`src/rtl/cdiv_pkg.sv`:
```
// Shared types and widths for the iterative complex divider.
package cdiv_pkg;
    typedef enum logic [1:0] {IDLE, PREP, DIV, FIN} state_t;

    localparam int PART_W = 8;
    localparam int NUM_W  = 17;
    localparam int DEN_W  = 16;

    function automatic int q_bits(input int frac);
        return 2 * PART_W + frac;
    endfunction
endpackage

```
`src/rtl/complex_divider_seq_serial_udiv.sv`:
```
// Unsigned restoring divider, one quotient bit per step, MSB first.
// The dividend register shifts out as the quotient shifts in.
module serial_udiv #(
    parameter int N_W = 24,
    parameter int D_W = 16
) (
    input  logic           clk,
    input  logic           rst_n,
    input  logic           load,
    input  logic           step,
    input  logic [N_W-1:0] dividend,
    input  logic [D_W-1:0] divisor,
    output logic [N_W-1:0] quotient,
    output logic [D_W-1:0] remainder
);
    logic [N_W-1:0] quo_q, quo_d;
    logic [D_W-1:0] rem_q, rem_d;
    logic [D_W:0]   trial;

    always_comb begin
        trial = {rem_q, quo_q[N_W-1]};
        rem_d = rem_q;
        quo_d = quo_q;
        if (load) begin
            rem_d = '0;
            quo_d = dividend;
        end else if (step) begin
            // rem < divisor keeps trial inside D_W+1 bits, so the restore path never loses a bit
            if (trial >= {1'b0, divisor}) begin
                rem_d = D_W'(trial - {1'b0, divisor});
                quo_d = {quo_q[N_W-2:0], 1'b1};
            end else begin
                rem_d = D_W'(trial);
                quo_d = {quo_q[N_W-2:0], 1'b0};
            end
        end
    end

    always_ff @(posedge clk or negedge rst_n) begin
        if (!rst_n) begin
            quo_q <= '0;
            rem_q <= '0;
        end else begin
            quo_q <= quo_d;
            rem_q <= rem_d;
        end
    end

    assign quotient  = quo_q;
    assign remainder = rem_q;
endmodule

```
`src/rtl/complex_divider_seq.sv`:
```
// Iterative signed complex divider: Q = N / D on packed {Re, Im} 8-bit parts,
// fixed-point quotients with FRAC_BITS fraction bits, Start/Done handshake.
module complex_divider_seq
    import cdiv_pkg::*;
#(
    parameter int FRAC_BITS = 8,
    parameter int OUT_W     = 16
) (
    input  logic             Clk,
    input  logic             Reset,
    input  logic             Start,
    input  logic [15:0]      Dividend,
    input  logic [15:0]      Divisor,
    output logic             Busy,
    output logic             Done,
    output logic [OUT_W-1:0] QuotReal,
    output logic [OUT_W-1:0] QuotImag,
    output logic             DivByZero,
    output logic             Overflow
);
    localparam int QB    = q_bits(FRAC_BITS);
    localparam int CNT_W = $clog2(QB);
    localparam int EW    = QB + OUT_W;

    state_t             state_q, state_d;
    logic [CNT_W-1:0]   cnt_q, cnt_d;
    logic [15:0]        opn_q, opn_d, opd_q, opd_d;
    logic [DEN_W-1:0]   den_q, den_d;
    logic               negr_q, negr_d, negi_q, negi_d, zero_q, zero_d;
    logic               busy_q, busy_d, done_q, done_d;
    logic               dbz_q, dbz_d, ovf_q, ovf_d;
    logic [OUT_W-1:0]   qr_q, qr_d, qi_q, qi_d;

    logic signed [NUM_W-1:0] ae, be, ce, de, nr, ni;
    logic signed [DEN_W-1:0] cs, ds;
    logic [DEN_W-1:0]        den, magr, magi;
    logic [QB-1:0]           quor, quoi;
    logic [DEN_W-1:0]        rem_unused_re, rem_unused_im;
    logic                    div_load, div_step, ovr, ovi;
    logic [OUT_W-1:0]        vr, vi;

    // Returns {clipped, value}; a negative result may reach -2^(OUT_W-1) without clipping.
    function automatic logic [OUT_W:0] sign_sat(input logic [QB-1:0] mag, input logic neg);
        logic [EW-1:0] m, lim, mn;
        m   = EW'(mag);
        lim = EW'(1) << (OUT_W - 1);
        mn  = -m;
        if (neg) begin
            if (m > lim) sign_sat = {1'b1, 1'b1, {(OUT_W-1){1'b0}}};
            else         sign_sat = {1'b0, OUT_W'(mn)};
        end else begin
            if (m >= lim) sign_sat = {1'b1, 1'b0, {(OUT_W-1){1'b1}}};
            else          sign_sat = {1'b0, OUT_W'(m)};
        end
    endfunction

    always_comb begin
        ae = NUM_W'($signed(opn_q[15:8]));
        be = NUM_W'($signed(opn_q[7:0]));
        ce = NUM_W'($signed(opd_q[15:8]));
        de = NUM_W'($signed(opd_q[7:0]));
        cs = DEN_W'($signed(opd_q[15:8]));
        ds = DEN_W'($signed(opd_q[7:0]));
        nr = ae * ce + be * de;
        ni = be * ce - ae * de;
        // c*c + d*d peaks at 32768, which is exact as an unsigned 16-bit pattern
        den  = DEN_W'(cs * cs + ds * ds);
        magr = nr[NUM_W-1] ? DEN_W'(-nr) : DEN_W'(nr);
        magi = ni[NUM_W-1] ? DEN_W'(-ni) : DEN_W'(ni);
    end

    assign div_load = (state_q == PREP);
    assign div_step = (state_q == DIV);

    serial_udiv #(.N_W(QB), .D_W(DEN_W)) u_div_re (
        .clk(Clk), .rst_n(Reset), .load(div_load), .step(div_step),
        .dividend({magr, {FRAC_BITS{1'b0}}}), .divisor(den_q),
        .quotient(quor), .remainder(rem_unused_re)
    );

    serial_udiv #(.N_W(QB), .D_W(DEN_W)) u_div_im (
        .clk(Clk), .rst_n(Reset), .load(div_load), .step(div_step),
        .dividend({magi, {FRAC_BITS{1'b0}}}), .divisor(den_q),
        .quotient(quoi), .remainder(rem_unused_im)
    );

    always_comb begin
        {ovr, vr} = sign_sat(quor, negr_q);
        {ovi, vi} = sign_sat(quoi, negi_q);
    end

    always_comb begin
        state_d = state_q;
        cnt_d   = cnt_q;
        opn_d   = opn_q;
        opd_d   = opd_q;
        den_d   = den_q;
        negr_d  = negr_q;
        negi_d  = negi_q;
        zero_d  = zero_q;
        busy_d  = busy_q;
        done_d  = 1'b0;
        dbz_d   = dbz_q;
        ovf_d   = ovf_q;
        qr_d    = qr_q;
        qi_d    = qi_q;
        case (state_q)
            IDLE: if (Start) begin
                opn_d   = Dividend;
                opd_d   = Divisor;
                busy_d  = 1'b1;
                state_d = PREP;
            end
            PREP: begin
                den_d  = den;
                negr_d = nr[NUM_W-1];
                negi_d = ni[NUM_W-1];
                zero_d = (den == '0);
                cnt_d  = CNT_W'(QB - 1);
                state_d = (den == '0) ? FIN : DIV;
            end
            DIV: begin
                if (cnt_q == '0) state_d = FIN;
                else             cnt_d   = cnt_q - 1'b1;
            end
            FIN: begin
                qr_d    = zero_q ? '0 : vr;
                qi_d    = zero_q ? '0 : vi;
                ovf_d   = !zero_q && (ovr || ovi);
                dbz_d   = zero_q;
                done_d  = 1'b1;
                busy_d  = 1'b0;
                state_d = IDLE;
            end
            default: state_d = IDLE;
        endcase
    end

    always_ff @(posedge Clk or negedge Reset) begin
        if (!Reset) begin
            state_q <= IDLE;
            cnt_q   <= '0;
            opn_q   <= '0;
            opd_q   <= '0;
            den_q   <= '0;
            negr_q  <= 1'b0;
            negi_q  <= 1'b0;
            zero_q  <= 1'b0;
            busy_q  <= 1'b0;
            done_q  <= 1'b0;
            dbz_q   <= 1'b0;
            ovf_q   <= 1'b0;
            qr_q    <= '0;
            qi_q    <= '0;
        end else begin
            state_q <= state_d;
            cnt_q   <= cnt_d;
            opn_q   <= opn_d;
            opd_q   <= opd_d;
            den_q   <= den_d;
            negr_q  <= negr_d;
            negi_q  <= negi_d;
            zero_q  <= zero_d;
            busy_q  <= busy_d;
            done_q  <= done_d;
            dbz_q   <= dbz_d;
            ovf_q   <= ovf_d;
            qr_q    <= qr_d;
            qi_q    <= qi_d;
        end
    end

    assign Busy      = busy_q;
    assign Done      = done_q;
    assign QuotReal  = qr_q;
    assign QuotImag  = qi_q;
    assign DivByZero = dbz_q;
    assign Overflow  = ovf_q;
endmodule

```
`config.mk`:
```
export PLATFORM = sky130hd
export DESIGN_NAME = complex_divider_seq
export DESIGN_NICKNAME = d
export VERILOG_FILES = /design/src/rtl/cdiv_pkg.sv /design/src/rtl/complex_divider_seq_serial_udiv.sv /design/src/rtl/complex_divider_seq.sv
export SDC_FILE = /design/constraint.sdc
export NUM_CORES = 1
export LEC_CHECK = 0
export CAP_MARGIN = 20
export CELL_PAD_IN_SITES_DETAIL_PLACEMENT = 1
export CELL_PAD_IN_SITES_GLOBAL_PLACEMENT = 2
export CORE_MARGIN = 3
export CORE_UTILIZATION = 42
export DETAILED_ROUTE_END_ITERATION = 7
export PLACE_DENSITY_LB_ADDON = 0.3
export RECOVER_POWER = 50
export SETUP_SLACK_MARGIN = 0.4
export SLEW_MARGIN = 20
export SYNTH_ARGS = -nofsm -noshare
export SYNTH_HDL_FRONTEND = slang
export SYNTH_SLANG_ARGS = --single-unit
```
`constraint.sdc`:
```
create_clock -name Clk -period 8.8 [get_ports Clk]
set_clock_uncertainty 0.1 [all_clocks]
set_input_delay 0.88 -clock Clk [delete_from_list [all_inputs] [get_ports Clk]]
set_output_delay 0.88 -clock Clk [all_outputs]
set_load 0.02 [all_outputs]
```
* After elaboration in Yosys (flattened, before gate mapping) *
Cells that the tools add are included.
W data, S select, Z words.

storage, ports and cells
  register bits = 174
  output and inout bits = 36

cells by class
  add/sub/neg operators = 10
  $mul = 6
  $lt $le $gt $ge = 6
  eq/ne operators = 6
  mux-type cells = 31
  reduce and logical (&&, ||, !) cells = 12

operator list
  kind                    number
  $mux W16                10
  $mux W17                6
  $mul A8 B8 Y16          6
  $mux W24                4
  $neg A16 Y16            4
  $ge A24 B16 Y1 const B  2
  $gt A24 B16 Y1 const B  2
  $ge A17 B16 Y1          2
  $sub A16 B16 Y16        2
  $add A16 B16 Y17        1
  $sub A16 B16 Y17        1
  $add A16 B16 Y16        1
  $logic_not A16 Y1       1
  $pmux W5 S2             1
  $pmux W2 S4             1
  $reduce_and A2 Y1       4
  $logic_not A5 Y1        1
  $mux W1                 5
  $mux W5                 1
  $sub A5 B1 Y5 const B   1
  $eq A2 B2 Y1 const B    2
  $mux W2                 2
  $ne A2 B2 Y1 const B    2
  $reduce_bool A2 Y1      2
  other kinds (7)         7

* Longest topological paths before layout *
Gate-level depths: netlist of the first run.

  depth in word-level cells = 5
  gate-level depth with buffers = 27
  mapped depth without buffers = 24

* Hierarchy *
From an unflattened synthesis of the first run, not the netlist that was laid out.

second synthesis, totals
  cell total of the unflattened synthesis = 2856
  area total of the unflattened synthesis = 26277.7 um^2

modules (own cells, without submodules)
  module               times used  cells each  area each (um^2)  sequential area each (um^2)
  complex_divider_seq  1           2210        20607.3           2352.3
  serial_udiv          2           323         2835.2            1001.0

* Least setup slack after synthesis of the first run *
No wires, ideal clock.

  path type = register -> register
  from = register opn_q[15]
  to = register u_div_im.quo_q[10], in the netlist u_div_im.quotient[10]
  data arrival time = 6503 ps
  path slack = 2065 ps
  cell stages (with the launch flop) = 26
  path buffers = 4
  clock period less this slack = 6735 ps
  cell sequence = dfrtp_1 clkbuf_1 clkbuf_1 nand2_1 inv_1 fa_1 inv_1 fa_1 fa_1 fa_1 fa_1 inv_1 fa_1 inv_1 ha_1 a211oi_1 o21bai_1 or3_1 o2111a_1 or3_1 clkbuf_1 nand2_1 buf_2 nor3_1 nor3b_1 o22ai_1

between the ends
  longest elaborated chain between the ends = 4

ends and longest elaborated chain
  element                 RTL line                               source
  from (decl)             complex_divider_seq.sv:27              logic [15:0] opn_q, opn_d, opd_q, opd_d;
  from (signal assigned)  complex_divider_seq.sv:158             opn_q <= opn_d;
  $mul A8 B8 Y16          complex_divider_seq.sv:65              ni = be * ce - ae * de;
  $sub A16 B16 Y17        complex_divider_seq.sv:65
  $mux W16                complex_divider_seq.sv:69              magi = ni[NUM_W-1] ? DEN_W'(-ni) : DEN_W'(ni);
  $mux W24                complex_divider_seq_serial_udiv.sv:24  if (load) begin
  to (signal assigned)    complex_divider_seq_serial_udiv.sv:44  quo_q <= quo_d;
  to (decl)               complex_divider_seq_serial_udiv.sv:16  logic [N_W-1:0] quo_q, quo_d;

No other way between the ends.
A chain may end at the register's enable or synchronous reset.

* Worst setup path in the final report of the first run *
  from = register opn_q[15]
  to = register u_div_im.quo_q[20], in the netlist u_div_im.quotient[20]

between the ends
  longest elaborated chain between the ends = 5

ends and longest elaborated chain
  element               RTL line
  $mul A8 B8 Y16 (*)    complex_divider_seq.sv:65
  $sub A16 B16 Y17 (*)  complex_divider_seq.sv:65
  $neg A16 Y16          complex_divider_seq.sv:69
  $mux W16 (*)          complex_divider_seq.sv:69
  $mux W24 (*)          complex_divider_seq_serial_udiv.sv:24

Mark *: on every way between the ends. The rest lies on a longest branch, timed or not.

==> results of run 1 <==
## worst min-delay path by stage
stage,startpoint,to,slack [ns]
after detailed placement,cnt_q[0],cnt_q[0],0.38
after global routing,cnt_q[0],cnt_q[0],0.43
after global placement,cnt_q[0],cnt_q[0],0.36
after floorplan,cnt_q[0],cnt_q[0],0.34
after CTS,cnt_q[0],cnt_q[0],0.40
final,cnt_q[0],cnt_q[0],0.40
## per-layer routing
metal	vias to the layer above	track usage, %
li1	8765	-
met5	-	0
met3	55	2.98
met2	204	38.6
met4	0	5.83
met1	9786	30.9
## worst register-to-register path: cells and delay by family, from the launching register on
kind	cells	cell delay (ns)
AOI/OAI and AO/OA	6	1.56
buffers and inverters	4	0.51
and+or+nand+nor	4	1.52
DFF	1	0.73
adders and majority gates	7	3.22
## logic make-up (layout without fill, tap and decap cells)
logic type / Yosys count / count (layout) / share of synthesized area, %
simple gates: 705 / 705 / 14.4
fa+ha+maj: 598 / 598 / 41.1
compound gates: 403 / 403 / 10.4
buf+inv: 675 / 699 / 9.97
flops: 174 / 174 / 17.1
xor+xnor: 124 / 124 / 4.27
mux: 65 / 65 / 2.76
## per-stage QoR
stage                     worst slack [ns]  area [sq um]
after floorplan                       2.06         25400
after global placement                1.49         27000
after detailed placement              1.20         27000
after CTS                             1.20         27600
after global routing                 0.665         27600
final                                 1.13         27600
## cells in the mapped netlist (22+ instances only)
| cell | n | area share, % |
|---|---|---|
| a21o_1 | 24 | 0.71 |
| dfrtp_1 | 174 | 17 |
| nand2_1 | 180 | 2.7 |
| a21oi_1 | 63 | 1.2 |
| o22ai_1 | 30 | 0.74 |
| ha_1 | 200 | 9.8 |
| mux2_2 | 41 | 1.8 |
| clkbuf_1 | 104 | 1.5 |
| nor3_1 | 49 | 0.96 |
| a211oi_1 | 26 | 0.77 |
| mux2i_1 | 24 | 0.94 |
| inv_1 | 561 | 8.3 |
| nand3_1 | 45 | 0.88 |
| fa_1 | 398 | 31 |
| nand2b_1 | 22 | 0.54 |
| xnor2_1 | 93 | 3.2 |
| xor2_1 | 31 | 1.1 |
| and2_1 | 177 | 4.4 |
| nor2b_1 | 27 | 0.66 |
| nor2_1 | 101 | 1.5 |
| o21ai_0 | 114 | 2.2 |
## final cells by class
| cell class | count | area (sq um) | share of cell area (%) |
|---|---|---|---|
| multi-input cells | 1895 | 18600 | 67.4 |
| well taps | 773 | 967 | 3.51 |
| flip-flops and latches | 174 | 4350 | 15.8 |
| repair buffers | 105 | 946 | 3.43 |
| inverters | 562 | 2110 | 7.65 |
| clock inverters | 13 | 171 | 0.622 |
| clock buffers | 19 | 443 | 1.61 |
## sequential cells by signal, summed over array words and instances (netlist names)
signal and flops:
Busy 1, DivByZero 1, Done 1, Overflow 1, QuotImag 16, QuotReal 16
cnt_q 5, den_q 16, negi_q 1, negr_q 1, opd_q 16, opn_q 16
state_q 2, u_div_im.quotient 24, u_div_im.remainder 16, u_div_re.quotient 24, u_div_re.remainder 16, zero_q 1
==> impl_metrics.env, run 1 <==
export IMPL_status="finished, violations left"
export IMPL_violations="max-capacitance violations, max-slew violations"
export IMPL_drt_met1_wl_um=31800
export IMPL_placed_cells=3508
export IMPL_h_tree_depth=4
export IMPL_cp_depth=21
export IMPL_cts_made_buffers=17
export IMPL_nets=3388
export IMPL_clkTransAtPathRegs_ns=0.09
export IMPL_gr_total_overflow=0
export IMPL_start_kind="register"
export IMPL_core_rowCount=89
export IMPL_yosys_warnings=0
export IMPL_setup_tns_final_ns=0
export IMPL_hold_ws_ns=0.395
export IMPL_cts_tree="yes"
export IMPL_die_h_um=252
export IMPL_fp_dieW_um=252
export IMPL_antenna_found_initial=0
export IMPL_dr_wl_met2_um=33000
export IMPL_grt_max_degree=113
export IMPL_setup_worst_path_start="opn_q[15]"
export IMPL_grt_pass1_vias=21021
export IMPL_synth_distinct_cells=68
export IMPL_reg2regPathDepth=21
export IMPL_detail_route_first_pass_iterations=4
export IMPL_drc=0
export IMPL_cts_root_buf="clkbuf_16"
export IMPL_critPathMaxFanout=17
export IMPL_hold_class="reg -> reg"
export IMPL_syn_area_sq_um=25400
export IMPL_clk_latency_ns=0.51
export IMPL_drtIter0Drc=704
export IMPL_io_pins=71
export IMPL_cp_slowest_stage_delay_ns=0.73
export IMPL_cts_path_max_buffers=2
export IMPL_synthCells=2744
export IMPL_clock_fmax_ghz=0.130
export IMPL_synth_nets=3377
export IMPL_synth_seq_cells=174
export IMPL_synth_edf_count=0
export IMPL_worstReg2RegStart="opn_q[15]"
export IMPL_fin_util_pct=46.4
export IMPL_post_cts_setup_buffers=0
export IMPL_reg2reg_to="u_div_im.quotient[20]"
export IMPL_place_congestion=0.811
export IMPL_slew_viol_final=232
export IMPL_syn_avg_cell_area_sq_um=9.27
export IMPL_relSlewSlack_pct=-231
export IMPL_cts_hold_buf=0
export IMPL_portBuffers=70
export IMPL_crit_top_cell="fa_1"
export IMPL_regToRegSetupSlack_ns=1.13
export IMPL_ys_seq_area_share_pct=17.1
export IMPL_hold_violations=0
export IMPL_final_cell_mix="inv_1, fa_1, ha_1"
export IMPL_dr_max_layer_used="met4"
export IMPL_core_sq_um=59500
export IMPL_mostFrequentLayoutCell="inv_1"
export IMPL_fillers=6900
export IMPL_worst_endpoint_arrival_ns=8.03
export IMPL_slowest_stage="dfrtp_1"
export IMPL_worst_slew_pin_slew_ns=4.96
export IMPL_grt_use_total_pct=22.7
export IMPL_worst_setup_path_end_kind="register"
export IMPL_grt_pass1_wl_um=114000
export IMPL_endpoint="u_div_im.quotient[20]"
export IMPL_diodes=0
export IMPL_holdPathStages=1
export IMPL_dp_final_hpwl_um=53700
export IMPL_drive_gt1_share_pct=4.44
export IMPL_finalCritPeriodShare_pct=87.2
export IMPL_cts_resized=0
export IMPL_cts_sinks=174
export IMPL_dr_wl_met3_um=1830
export IMPL_crit_required_ns=9.15
export IMPL_async_reset_ff_share_pct=100
export IMPL_rsz0062_at_grt="false"
export IMPL_max_cap_violations=5
export IMPL_cp_num_buf_inv=4
export IMPL_dieArea_sq_um=63600
export IMPL_wl_per_cell_um=19.2
export IMPL_path_delay_family="adder cells"
export IMPL_start_util_pct=42.8
export IMPL_synth_flop_cell="dfrtp_1"
export IMPL_setup_viol=0
export IMPL_syn2layout_area_growth_pct=8.34
export IMPL_min_period_ns=7.67
export IMPL_worstSetupPathType="reg -> reg"
export IMPL_final_antenna_net_count=0
export IMPL_path_cells="nand2_1, inv_1, fa_1, inv_1, fa_1, fa_1, fa_1, fa_1, inv_1, fa_1, inv_1, ha_1, a211oi_1, o21bai_1, or3_1, o2111a_1, o21ai_1, nand2_1, or3_1, a31oi_1, a21o_1"
export IMPL_viasPerCell=5.31
export IMPL_final_cells=3541
export IMPL_wirelength_um=68100
export IMPL_num_vias=18810
Power of run 1 is left out: the tool's default activity adds up to more than one toggle a clock period on the data nets, which glitch-free logic cannot reach.
==> run 2, diff against run 1 <==
CORE_UTILIZATION = 40   (was 42)
clock period = 9.9 ns   (was 8.8 ns; I/O delays follow)
==> impl_metrics.env, run 2 (synthesized netlist as in run 1, its figures left out) <==
export IMPL_status="finished, violations left"
export IMPL_violations="max-capacitance violations, max-slew violations"
export IMPL_max_cap_violations=5
export IMPL_holdCritStartpoint="cnt_q[0]"
export IMPL_crit_top_cell="fa_1"
export IMPL_gr_total_overflow=0
export IMPL_antenna_found_initial=0
export IMPL_setup_viol=0
export IMPL_endpoint="u_div_im.quotient[20]"
export IMPL_hold_violations=0
export IMPL_core_rowCount=91
export IMPL_path_cells="clkinv_1, buf_4, nor2_1, fa_1, inv_1, fa_1, fa_1, inv_1, fa_1, fa_1, inv_1, fa_1, inv_1, ha_1, a211oi_1, o21bai_1, or3_1, o2111a_1, o21ai_1, nand2_1, or3_1, a31oi_1, a21o_1"
export IMPL_final_antenna_net_count=0
export IMPL_worstSetupPathType="reg -> reg"
export IMPL_dp_final_hpwl_um=53300
export IMPL_mostFrequentLayoutCell="inv_1"
export IMPL_grt_pass1_wl_um=114000
export IMPL_finalCritPeriodShare_pct=81.8
export IMPL_setup_tns_final_ns=0
export IMPL_start_util_pct=40.9
export IMPL_worst_slew_pin_slew_ns=6.46
export IMPL_start_kind="register"
export IMPL_setup_worst_path_start="opd_q[15]"
export IMPL_register_area_sq_um=4350
export IMPL_regToRegSetupSlack_ns=1.81
export IMPL_dieArea_sq_um=66700
export IMPL_core_sq_um=62300
export IMPL_cts_resized=0
export IMPL_wirelength_um=67800
export IMPL_fp_dieW_um=258
export IMPL_cts_tree="yes"
export IMPL_slew_viol_final=292
export IMPL_portBuffers=70
export IMPL_syn2layout_area_growth_pct=8.57
export IMPL_place_congestion=0.815
export IMPL_grt_use_total_pct=21.5
export IMPL_crit_required_ns=10.23
export IMPL_cp_slowest_stage_delay_ns=0.88
export IMPL_fillers=7170
export IMPL_num_vias=18800
export IMPL_final_cell_mix="inv_1, fa_1, ha_1"
export IMPL_drtIter0Drc=874
export IMPL_grt_pass1_vias=21090
export IMPL_cts_hold_buf=0
export IMPL_h_tree_depth=4
export IMPL_reg2reg_to="u_div_im.quotient[20]"
export IMPL_clkTransAtPathRegs_ns=0.08
export IMPL_worst_endpoint_arrival_ns=8.42
export IMPL_clock_fmax_ghz=0.124
export IMPL_worstReg2RegStart="opd_q[15]"
export IMPL_die_h_um=258
export IMPL_cts_made_buffers=17
export IMPL_multiInputGateArea_sq_um=18600
export IMPL_drive_gt1_share_pct=4.38
export IMPL_reg2regPathDepth=23
export IMPL_rsz0062_at_grt="false"
export IMPL_cts_path_max_buffers=2
export IMPL_io_pins=71
export IMPL_relSlewSlack_pct=-331
export IMPL_cts_root_buf="clkbuf_16"
export IMPL_clk_latency_ns=0.50
export IMPL_post_cts_setup_buffers=0
export IMPL_hold_class="reg -> reg"
export IMPL_cts_sinks=174
export IMPL_grt_max_degree=113
export IMPL_critPathMaxFanout=17
export IMPL_viasPerCell=5.22
export IMPL_nets=3385
export IMPL_detail_route_first_pass_iterations=5
export IMPL_min_period_ns=8.09
export IMPL_wl_per_cell_um=18.8
export IMPL_slowest_stage="dfrtp_1"
export IMPL_worst_setup_path_end_kind="register"
export IMPL_diodes=0
export IMPL_drc=0
## run 2: layout make-up
class	instances	area share, %
Inverter	562	7.63
Clock inverter	13	0.607
Timing Repair Buffer	102	3.33
Tap cell	837	3.79
Sequential cell	174	15.8
Multi-Input combinational cell	1895	67.2
Clock buffer	19	1.64
## run 2: critical path, delay by kind of cell, from the launching register on
| family | cells | cell delay [ns] |
|---|---|---|
| adders and majority gates | 7 | 3.19 |
| AOI/OAI and AO/OA | 6 | 1.58 |
| and+or+nand+nor | 4 | 1.39 |
| DFF | 1 | 0.88 |
| buffers and inverters | 6 | 0.87 |
## run 2: stage by stage
stage	setup WS (ns)	hold WS [ns]	cells	area [sq um]	utilization [%]
3_5_place_dp	1.86	0.373	3570	27000	43.4
4_1_cts	1.83	0.385	3602	27700	44.4
2_1_floorplan	3.16	0.338	2744	25400	-
3_3_place_gp	2.24	0.357	3570	27000	43.4
5_1_grt	1.33	0.424	3602	27600	44.4
6_report	1.81	0.379	3602	27600	44.4
## run 2: routing by layer
layer / part of all wire, % / GRT usage [%] / up-vias
met5: 0 / 0 / -
met4: 1.7 / 4.67 / 0
met3: 3.5 / 3.36 / 50
met2: 49 / 36.5 / 251
met1: 46 / 29.1 / 9730
li1: - / - / 8769
## run 2: how the worst min path moves through the flow
stage	end	slack, ns	depth (start not counted)
2_1_floorplan	cnt_q[0]	0.34	1
3_3_place_gp	cnt_q[0]	0.36	1
3_5_place_dp	cnt_q[0]	0.37	1
4_1_cts	cnt_q[0]	0.38	1
5_1_grt	cnt_q[0]	0.42	1
6_report	cnt_q[0]	0.38	1
Power of run 2 is left out for the same reason.
==> run 3, diff against run 2 <==
CORE_UTILIZATION = 38   (was 40)
clock period = 6.6 ns   (was 9.9 ns; I/O delays follow)
==> impl_metrics.env, run 3 (synthesized netlist as in run 1, its figures left out) <==
export IMPL_status="finished, violations left"
export IMPL_violations="max-capacitance violations, max-slew violations"
export IMPL_viasPerCell=5.18
export IMPL_cts_tree="yes"
export IMPL_worst_endpoint_arrival_ns=6.70
export IMPL_hold_class="reg -> reg"
export IMPL_io_pins=71
export IMPL_cts_sinks=174
export IMPL_gr_total_overflow=0
export IMPL_worstReg2RegStart="opn_q[15]"
export IMPL_grt_pass1_vias=22344
export IMPL_drtIter0Drc=790
export IMPL_place_congestion=0.845
export IMPL_reg2reg_to="u_div_im.quotient[9]"
export IMPL_hold_violations=0
export IMPL_fp_dieW_um=265
export IMPL_rsz0062_at_grt="true"
export IMPL_setup_worst_path_start="opn_q[15]"
export IMPL_nets=3551
export IMPL_dr_wl_met3_um=2060
export IMPL_max_cap_violations=4
export IMPL_portBuffers=70
export IMPL_dr_max_layer_used="met5"
export IMPL_grt_pass1_wl_um=121000
export IMPL_final_antenna_net_count=0
export IMPL_fin_util_pct=46.0
export IMPL_dieArea_sq_um=70100
export IMPL_crit_required_ns=6.87
export IMPL_grt_max_degree=124
export IMPL_drc=0
export IMPL_dp_final_hpwl_um=58000
export IMPL_regToRegSetupSlack_ns=0.16
export IMPL_drt_met1_wl_um=33800
export IMPL_num_vias=19666
export IMPL_setup_tns_final_ns=0
export IMPL_start_util_pct=38.5
export IMPL_worst_slew_pin_slew_ns=3.20
export IMPL_h_tree_depth=4
export IMPL_relSlewSlack_pct=-113
export IMPL_detail_route_first_pass_iterations=5
export IMPL_holdPathStages=1
export IMPL_holdCritStartpoint="cnt_q[0]"
export IMPL_final_cell_mix="inv_1, fa_1, ha_1"
export IMPL_grt_use_total_pct=21.9
export IMPL_reg2regPathDepth=21
export IMPL_fillers=7461
export IMPL_core_rowCount=94
export IMPL_worstSetupPathType="reg -> reg"
export IMPL_worst_setup_path_end_kind="register"
export IMPL_cts_path_max_buffers=2
export IMPL_dr_wl_met2_um=36900
export IMPL_slew_viol_final=253
export IMPL_wirelength_um=74500
export IMPL_cts_hold_buf=0
export IMPL_drive_gt1_share_pct=17.5
export IMPL_cts_root_buf="clkbuf_16"
export IMPL_critPathMaxFanout=7
export IMPL_start_kind="register"
export IMPL_setup_viol=0
export IMPL_finalCritPeriodShare_pct=97.5
export IMPL_antenna_found_initial=1
export IMPL_core_sq_um=66100
export IMPL_clock_fmax_ghz=0.155
export IMPL_holdPathEnd="cnt_q[0]"
export IMPL_clk_latency_ns=0.48
export IMPL_clkTransAtPathRegs_ns=0.08
export IMPL_wl_per_cell_um=19.6
export IMPL_syn2layout_area_growth_pct=19.5
export IMPL_min_period_ns=6.44
export IMPL_mostFrequentLayoutCell="inv_1"
export IMPL_die_h_um=265
export IMPL_cts_made_buffers=17
==> run 3: worst max-delay path by stage <==
stage / slack [ns] / cells past startpoint / to
5_1_grt: -0.06 / 23 / u_div_im.quotient[9]
3_5_place_dp: -0.33 / 23 / state_q[0]
6_report: 0.16 / 21 / u_div_im.quotient[9]
2_1_floorplan: 0.34 / 23 / u_div_im.quotient[9]
4_1_cts: 0.16 / 21 / u_div_im.quotient[19]
3_3_place_gp: 0.06 / 23 / state_q[0]
==> run 3: stage by stage <==
step	setup WS, ns	instances	cell area, sq um	hold WS, ns
global route	-0.0573	3795	30400	0.414
CTS	0.163	3770	29600	0.246
finish	0.162	3796	30400	0.385
floorplan	0.344	2744	25600	0.264
global placement	0.0595	3678	27800	0.363
detailed placement	-0.327	3678	27800	0.372
==> run 3: worst max-delay path, stage by stage (launching register included) <==
cell and delay (ns):
dfrtp_2 0.47, and2_4 0.20, fa_1 0.54, inv_2 0.08, buf_4 0.14, fa_1 0.45
fa_1 0.56, fa_1 0.45, fa_1 0.50, inv_1 0.05, fa_1 0.48, inv_1 0.06
ha_4 0.23, o21ai_2 0.16, o21bai_1 0.10, or3_1 0.33, o2111a_2 0.29, or3_4 0.45
nand2_8 0.13, mux2i_1 0.19, a21oi_1 0.09, mux2_4 0.27
==> run 3: layout make-up <==
| class | instances | area (sq um) | area share [%] |
|---|---|---|---|
| multi-input combinational | 1895 | 19700 | 64.9 |
| sequential | 174 | 4380 | 14.4 |
| timing repair buffer | 268 | 2530 | 8.31 |
| inverter | 562 | 2130 | 6.99 |
| tap | 864 | 1080 | 3.55 |
| clock buffer | 19 | 433 | 1.42 |
| clock inverter | 13 | 125 | 0.411 |
| antenna | 1 | 2.50 | 0.00823 |
==> run 3: routing by layer <==
metal	vias to the layer above	track usage, %
met1	10190	29.1
met3	87	3.13
li1	9114	-
met2	273	37.6
met4	2	6.20
met5	-	0
==> run 3: what timing repair did <==
action / 4_1_cts / 5_1_grt
buffers inserted: 58 / 25
pin swaps: 68 / 58
gates cloned: 2 / 0
gates resized for setup: 150 / 171
setup endpoints to repair: 36 / 39
Power of run 3 is left out for the same reason.
